### src/rtl/univ_shift_reg.sv
// Universal shift register: parallel load plus counted rotate/logical shift runs.
// Shift direction and type are latched at start; ser_in is sampled on every shift edge.
module univ_shift_reg #(
    parameter int WIDTH = 8,
    parameter int CNT_W = 5
) (
    input  logic             clk,
    input  logic             rstn,
    input  logic             load_en,
    input  logic [WIDTH-1:0] load_val,
    input  logic             start,
    input  logic [CNT_W-1:0] count,
    input  logic [1:0]       mode,
    input  logic             ser_in,
    output logic [WIDTH-1:0] op,
    output logic             ser_out,
    output logic             busy,
    output logic             done
);

    typedef enum logic {IDLE, RUN} state_t;

    localparam logic [1:0] M_ROL = 2'b00;
    localparam logic [1:0] M_ROR = 2'b01;
    localparam logic [1:0] M_SHL = 2'b10;

    state_t           state_q, state_n;
    logic [WIDTH-1:0] op_q, op_n;
    logic             so_q, so_n;
    logic             done_q, done_n;
    logic [CNT_W-1:0] rem_q, rem_n;
    logic [1:0]       mode_q, mode_n;

    logic [WIDTH-1:0] shifted;
    logic             shout;

    // One shift step per the latched mode; shout is the bit leaving the register.
    always_comb begin
        shifted = op_q;
        shout   = so_q;
        case (mode_q)
            M_ROL: begin
                shifted = {op_q[WIDTH-2:0], op_q[WIDTH-1]};
                shout   = op_q[WIDTH-1];
            end
            M_ROR: begin
                shifted = {op_q[0], op_q[WIDTH-1:1]};
                shout   = op_q[0];
            end
            M_SHL: begin
                shifted = {op_q[WIDTH-2:0], ser_in};
                shout   = op_q[WIDTH-1];
            end
            default: begin
                shifted = {ser_in, op_q[WIDTH-1:1]};
                shout   = op_q[0];
            end
        endcase
    end

    always_comb begin
        state_n = state_q;
        op_n    = op_q;
        so_n    = so_q;
        done_n  = 1'b0;
        rem_n   = rem_q;
        mode_n  = mode_q;
        if (load_en) begin
            // Load wins over everything, including an in-flight run and start.
            op_n    = load_val;
            state_n = IDLE;
            rem_n   = '0;
        end else begin
            case (state_q)
                IDLE: begin
                    if (start) begin
                        if (count == '0) begin
                            done_n = 1'b1;
                        end else begin
                            mode_n  = mode;
                            rem_n   = count;
                            state_n = RUN;
                        end
                    end
                end
                RUN: begin
                    op_n  = shifted;
                    so_n  = shout;
                    rem_n = rem_q - CNT_W'(1);
                    if (rem_q == CNT_W'(1)) begin
                        state_n = IDLE;
                        done_n  = 1'b1;
                    end
                end
                default: state_n = IDLE;
            endcase
        end
    end

    always_ff @(posedge clk or negedge rstn) begin
        if (!rstn) begin
            state_q <= IDLE;
            op_q    <= '0;
            so_q    <= 1'b0;
            done_q  <= 1'b0;
            rem_q   <= '0;
            mode_q  <= 2'b00;
        end else begin
            state_q <= state_n;
            op_q    <= op_n;
            so_q    <= so_n;
            done_q  <= done_n;
            rem_q   <= rem_n;
            mode_q  <= mode_n;
        end
    end

    assign op      = op_q;
    assign ser_out = so_q;
    assign busy    = (state_q == RUN);
    assign done    = done_q;

endmodule

### config.mk
export PLATFORM = sky130hd
export DESIGN_NAME = univ_shift_reg
export DESIGN_NICKNAME = d
export VERILOG_FILES = /design/src/rtl/univ_shift_reg.sv
export SDC_FILE = /design/constraint.sdc
export NUM_CORES = 1
export LEC_CHECK = 0
export ABC_AREA = 1
export BUFFER_PORTS_ARGS = -buffer_cell sky130_fd_sc_hd__buf_2
export CAP_MARGIN = 10
export CORE_MARGIN = 3
export CORE_UTILIZATION = 45
export DETAILED_ROUTE_END_ITERATION = 8
export GPL_TIMING_DRIVEN = 0
export HOLD_SLACK_MARGIN = 0.08
export PLACE_DENSITY = 0.74
export SLEW_MARGIN = 20
export SYNTH_ARGS = -nofsm -noshare
export SYNTH_HDL_FRONTEND = slang
export SYNTH_SLANG_ARGS = --single-unit
export TNS_END_PERCENT = 20
### constraint.sdc
create_clock -name clk -period 1.08 [get_ports clk]
set_input_delay 0.27 -clock clk [delete_from_list [all_inputs] [get_ports clk]]
set_output_delay 0.27 -clock clk [all_outputs]
set_load 0.02 [all_outputs]
==> Word level (Yosys, flattened, before mapping) <==
Cells that the tools add are included.
{ "totals": {"reg_bits": 18, "out_inout_bits": 11, "elab_cells": 40} }
{ "op_classes": {"n_addsub": 1, "n_eq_ne": 5, "mux": 18, "bitwise": 3, "reduce_logical": 7} }
{ "ops": {"columns": ["operator", "count"], "rows": [
  ["8-bit one-hot mux with 3 select lines", 1],
  ["8-bit 2-to-1 mux", 2],
  ["5-bit 2-to-1 mux", 3],
  ["5-bit one-hot mux with 2 select lines", 1],
  ["1-bit 2-to-1 mux", 9],
  ["3-bit != test (second input constant)", 2],
  ["5-bit by 1-bit equality test with 1-bit output (second input constant)", 1],
  ["5-bit zero test", 1],
  ["5-bit by 1-bit subtractor with 5-bit output (second input constant)", 1],
  ["1-bit one-hot mux with 2 select lines", 2],
  ["2-bit AND reduction", 2],
  ["4-bit AND reduction", 1],
  ["1-bit inverter", 3],
  ["2-bit by 1-bit equality test with 1-bit output (second input constant)", 1],
  ["2-bit equality test (second input constant)", 1],
  ["2-bit zero test", 1],
  ["2-bit nonzero test", 1],
  ["2-bit OR reduction", 1]
]} }

==> Depth between registers and ports, before layout <==
{ "depth": {"word_depth": 5, "ltp_mapped": 9, "ltp_nobuf": 8} }

==> Worst setup path after synthesis <==
No wires, ideal clock.
{ "synth_path": {"path_type": "reg-to-reg", "startpoint": "reg state_q, in the netlist busy", "endpoint": "reg mode_q[0]", "setup_ns": 0.122, "t_arrival_ns": 1.033, "required_time_ns": 0.958, "setup_slack_ns": -0.074, "stages_incl_launch_ff": 5, "synth_period_minus_slack_ns": 1.154, "cell_sequence": "dfrtp_1 nor2_4 nand3_1 nand2_1 o21ai_1"} }
{ "synth_between": {"elab_chain_cells": 2} }
{ "synth_rtl": {"columns": ["item", "line_no", "rtl"], "rows": [
  ["from (decl)", "27", "state_t state_q, state_n;"],
  ["from (signal assigned)", "109", "state_q <= state_n;"],
  ["1-bit inverter (no source line)", null, null],
  ["4-bit AND reduction (no source line)", null, null],
  ["to (signal assigned)", "114", "mode_q <= mode_n;"],
  ["to (decl)", "32", "logic [1:0] mode_q, mode_n;"]
]} }
No other way between the ends.
A chain may end at the register's enable or synchronous reset.

==> Worst setup path in the final report <==
{ "layout_path": {"startpoint": "reg state_q, in the netlist busy", "endpoint": "out busy"} }
{ "layout_rtl": {"columns": ["item", "line_no", "rtl"], "rows": [
  ["to (decl)", "17", "output logic busy,"]
]} }
No word-level cell between the ends.

==> metrics <==
CP arrival=0.92 ns; clock tree buffer depth=2; fin crit share=1.10; DR pass1 iterations=4; commonest non-fill, non-tap cell in the layout=nand2_1; commonest cells after routing, fill and taps aside=31 x nand2_1, 24 x buf_2, 17 x dfrtp_1; global-route wire length before repair=4.09 mm; worst hold stages=3; Max Clk Rate=843 MHz; die height=53.3 um; crit-path max FO=3; total track usage=0.198; synthesized flop and latch total=18; P&R area growth vs syn=32.6%; Rows=16; Post-DP HPWL=1.76 mm; IO Port Bufs=29; crit path cell chain=buf_6; CP Buf/Inv Count=1; R2R depth=6; PwrDens=1590 nW/um^2; sequential power share=0.426; via count=1007; post-synthesis instance total=126; CTS Buf Count=3; MaxCap Viol Count=0; Initial Util=0.494; GPL Wtd Cong=0.805; Comb pwr share=0.371; placed cell count=182; Setup TNS=-1.33 ns; final setup vio count=25; core area=2040 um^2; ratio of cells with drive above 1 in the final layout=0.337; vias in the first global route=950; Worst-Margin Slew=0.411 ns; Net Count, Synth=148; clock sink count=18; Pint=0.00134 W; leakage power=0.686 nW; Max-slew headroom=0.726; grt total ovfl=0; Sw Pwr=0.000781 W; Mapped Area=1010 um^2; Critical Path Sink Type=primary output; Nets=189; clock transition at the registers of the reported paths=0.11 ns; Worst Skew=0.00251 ns; R2R Path End=rem_q[2]$_DFFE_PN0P_; CTS root buf=clkbuf_4; ANT cells=0; failing checks=setup timing; status=finished with violations; total power draw=0.00212 W; crit path launch type=flip-flop; top cell family by delay on the critical path=flip-flops; r2r startpoint=busy$_DFF_PN0_; final core occ=0.655; Post-route DRC=0; largest net degree at the start of global routing=19; Hold Path End=mode_q[0]$_DFFE_PN0P_; Final Max Slew Viols=0; RSZ-0062 raised after global routing=true; H-Tree Depth=1; setup ws final=-0.106 ns; Syn Area/Cell=8.00 um^2; r2r setup slk=-0.08 ns; maximum vdd drop=0.936 mV; Vias per Instance=5.22; Critical Path Max Stage Delay=0.47 ns; WHS=0.187 ns; slowest CP cell=dfrtp_2; Final Hold Viols=0; drt total wl=2.47 mm; CP Data Required Time=0.81 ns; Die Area=2850 um^2; Hold Path Class=input pin to flip-flop; Sw Ratio=0.368; clock power share=0.202; unique cell type count in the Yosys netlist=19; initial drt markers=21; ANT nets after route=0; routed length per instance=12.8 um; Crit Path Class=flip-flop to primary output; Final Instance Count excl. Fillers=193; Hold Path Origin=mode[0]; CTS tree=built; count of warnings emitted by yosys=0; antenna violations before repair=0; Seq/Total Area, Yosys=0.447; clk_lat worst skew=0.30 ns; min cycle time layout=1.19 ns; Chip Width=53.3 um; # IOs=31
==> power groups by stage <==
| stage | Combinational (W) | Sequential (W) | Clock (W) |
|---|---|---|---|
| after global placement | 0.000640 | 0.000911 | 0 |
| final | 0.000788 | 0.000904 | 0.000430 |
| after detailed placement | 0.000657 | 0.000917 | 0 |
| after floorplan | 0.000365 | 0.000987 | 0 |
| after CTS | 0.000743 | 0.000896 | 0.000438 |
| after global routing | 0.000885 | 0.000923 | 0.000478 |
==> cell type report <==
cell class	count	area (um^2)
inverter	12	45.0
fill	194	704
clock buffer	4	36.3
buffer	4	38.8
sequential	18	452
timing repair buffer	36	238
tap	27	33.8
multi-input combinational	92	494
==> synthesized netlist by cell type <==
library cell / count / area, um^2
o22ai_2: 1 / 12.5
buf_6: 3 / 33.8
a22oi_1: 8 / 60.1
ha_1: 2 / 25.0
nor2_4: 1 / 11.3
nor2_1: 10 / 37.5
inv_1: 10 / 37.5
buf_2: 1 / 5.00
inv_2: 2 / 7.51
nand2_1: 31 / 116
xnor2_1: 1 / 8.76
o21ai_1: 15 / 75.1
nand3_1: 10 / 50.1
dfrtp_1: 18 / 450
nand2_4: 1 / 11.3
o21ai_0: 5 / 25.0
a21oi_1: 4 / 20.0
o211ai_1: 2 / 15.0
nand2_2: 1 / 6.26
==> sequential cells by signal, summed over array words and instances (netlist names) <==
register and count:
mode_q 2, op 8, ser_out 1, rem_q 5, done 1, busy 1
==> metal layers <==
| metal | vias to the layer above | GRT usage | share of wire |
|---|---|---|---|
| met5 | - | 0 | 0 |
| met4 | 0 | 0.0851 | 0.011 |
| met3 | 4 | 0.0394 | 0.055 |
| met2 | 32 | 0.312 | 0.49 |
| met1 | 468 | 0.261 | 0.44 |
| li1 | 503 | - | - |
==> kinds of logic after synthesis <==
group                      after synthesis  synth area share
and+or+nand+nor                         54             0.231
AOI/OAI and AO/OA                       35             0.206
xor gates and xnor gates                 1           0.00869
adders and majority gates                2            0.0248
buffers and inverters                   16            0.0831
DFF                                     18             0.447
==> how the worst max path moves through the flow <==
| stage | startpoint | end | slack [ns] | cells after the start |
|---|---|---|---|---|
| after global placement | count[3] | rem_q[0]$_DFFE_PN0P_ | -0.13 | 7 |
| final | busy$_DFF_PN0_ | busy | -0.11 | 1 |
| after CTS | busy$_DFF_PN0_ | busy | -0.11 | 1 |
| after floorplan | rem_q[0]$_DFFE_PN0P_ | rem_q[4]$_DFFE_PN0P_ | 0.02 | 7 |
| after global routing | busy$_DFF_PN0_ | op[6]$_DFFE_PN0P_ | -0.16 | 4 |
| after detailed placement | count[3] | rem_q[1]$_DFFE_PN0P_ | -0.17 | 7 |
==> per-stage QoR <==
stage / setup WS (ns) / area (um^2)
4_1_cts: -0.108 / 1300
2_1_floorplan: 0.0169 / 1010
3_5_place_dp: -0.167 / 1190
5_1_grt: -0.159 / 1340
3_3_place_gp: -0.125 / 1190
6_report: -0.106 / 1340
==> repair_timing <==
item | 4_1_cts | 5_1_grt
setup buffers | 4 | 2
endpoints found under the hold margin | 18 | 0
endpoints found under the setup margin | 25 | 28
hold buffers | 1 | 0
pin swaps | 2 | 1
resized for setup | 12 | 7
No activity file was read; power rests on OpenSTA's default activity.
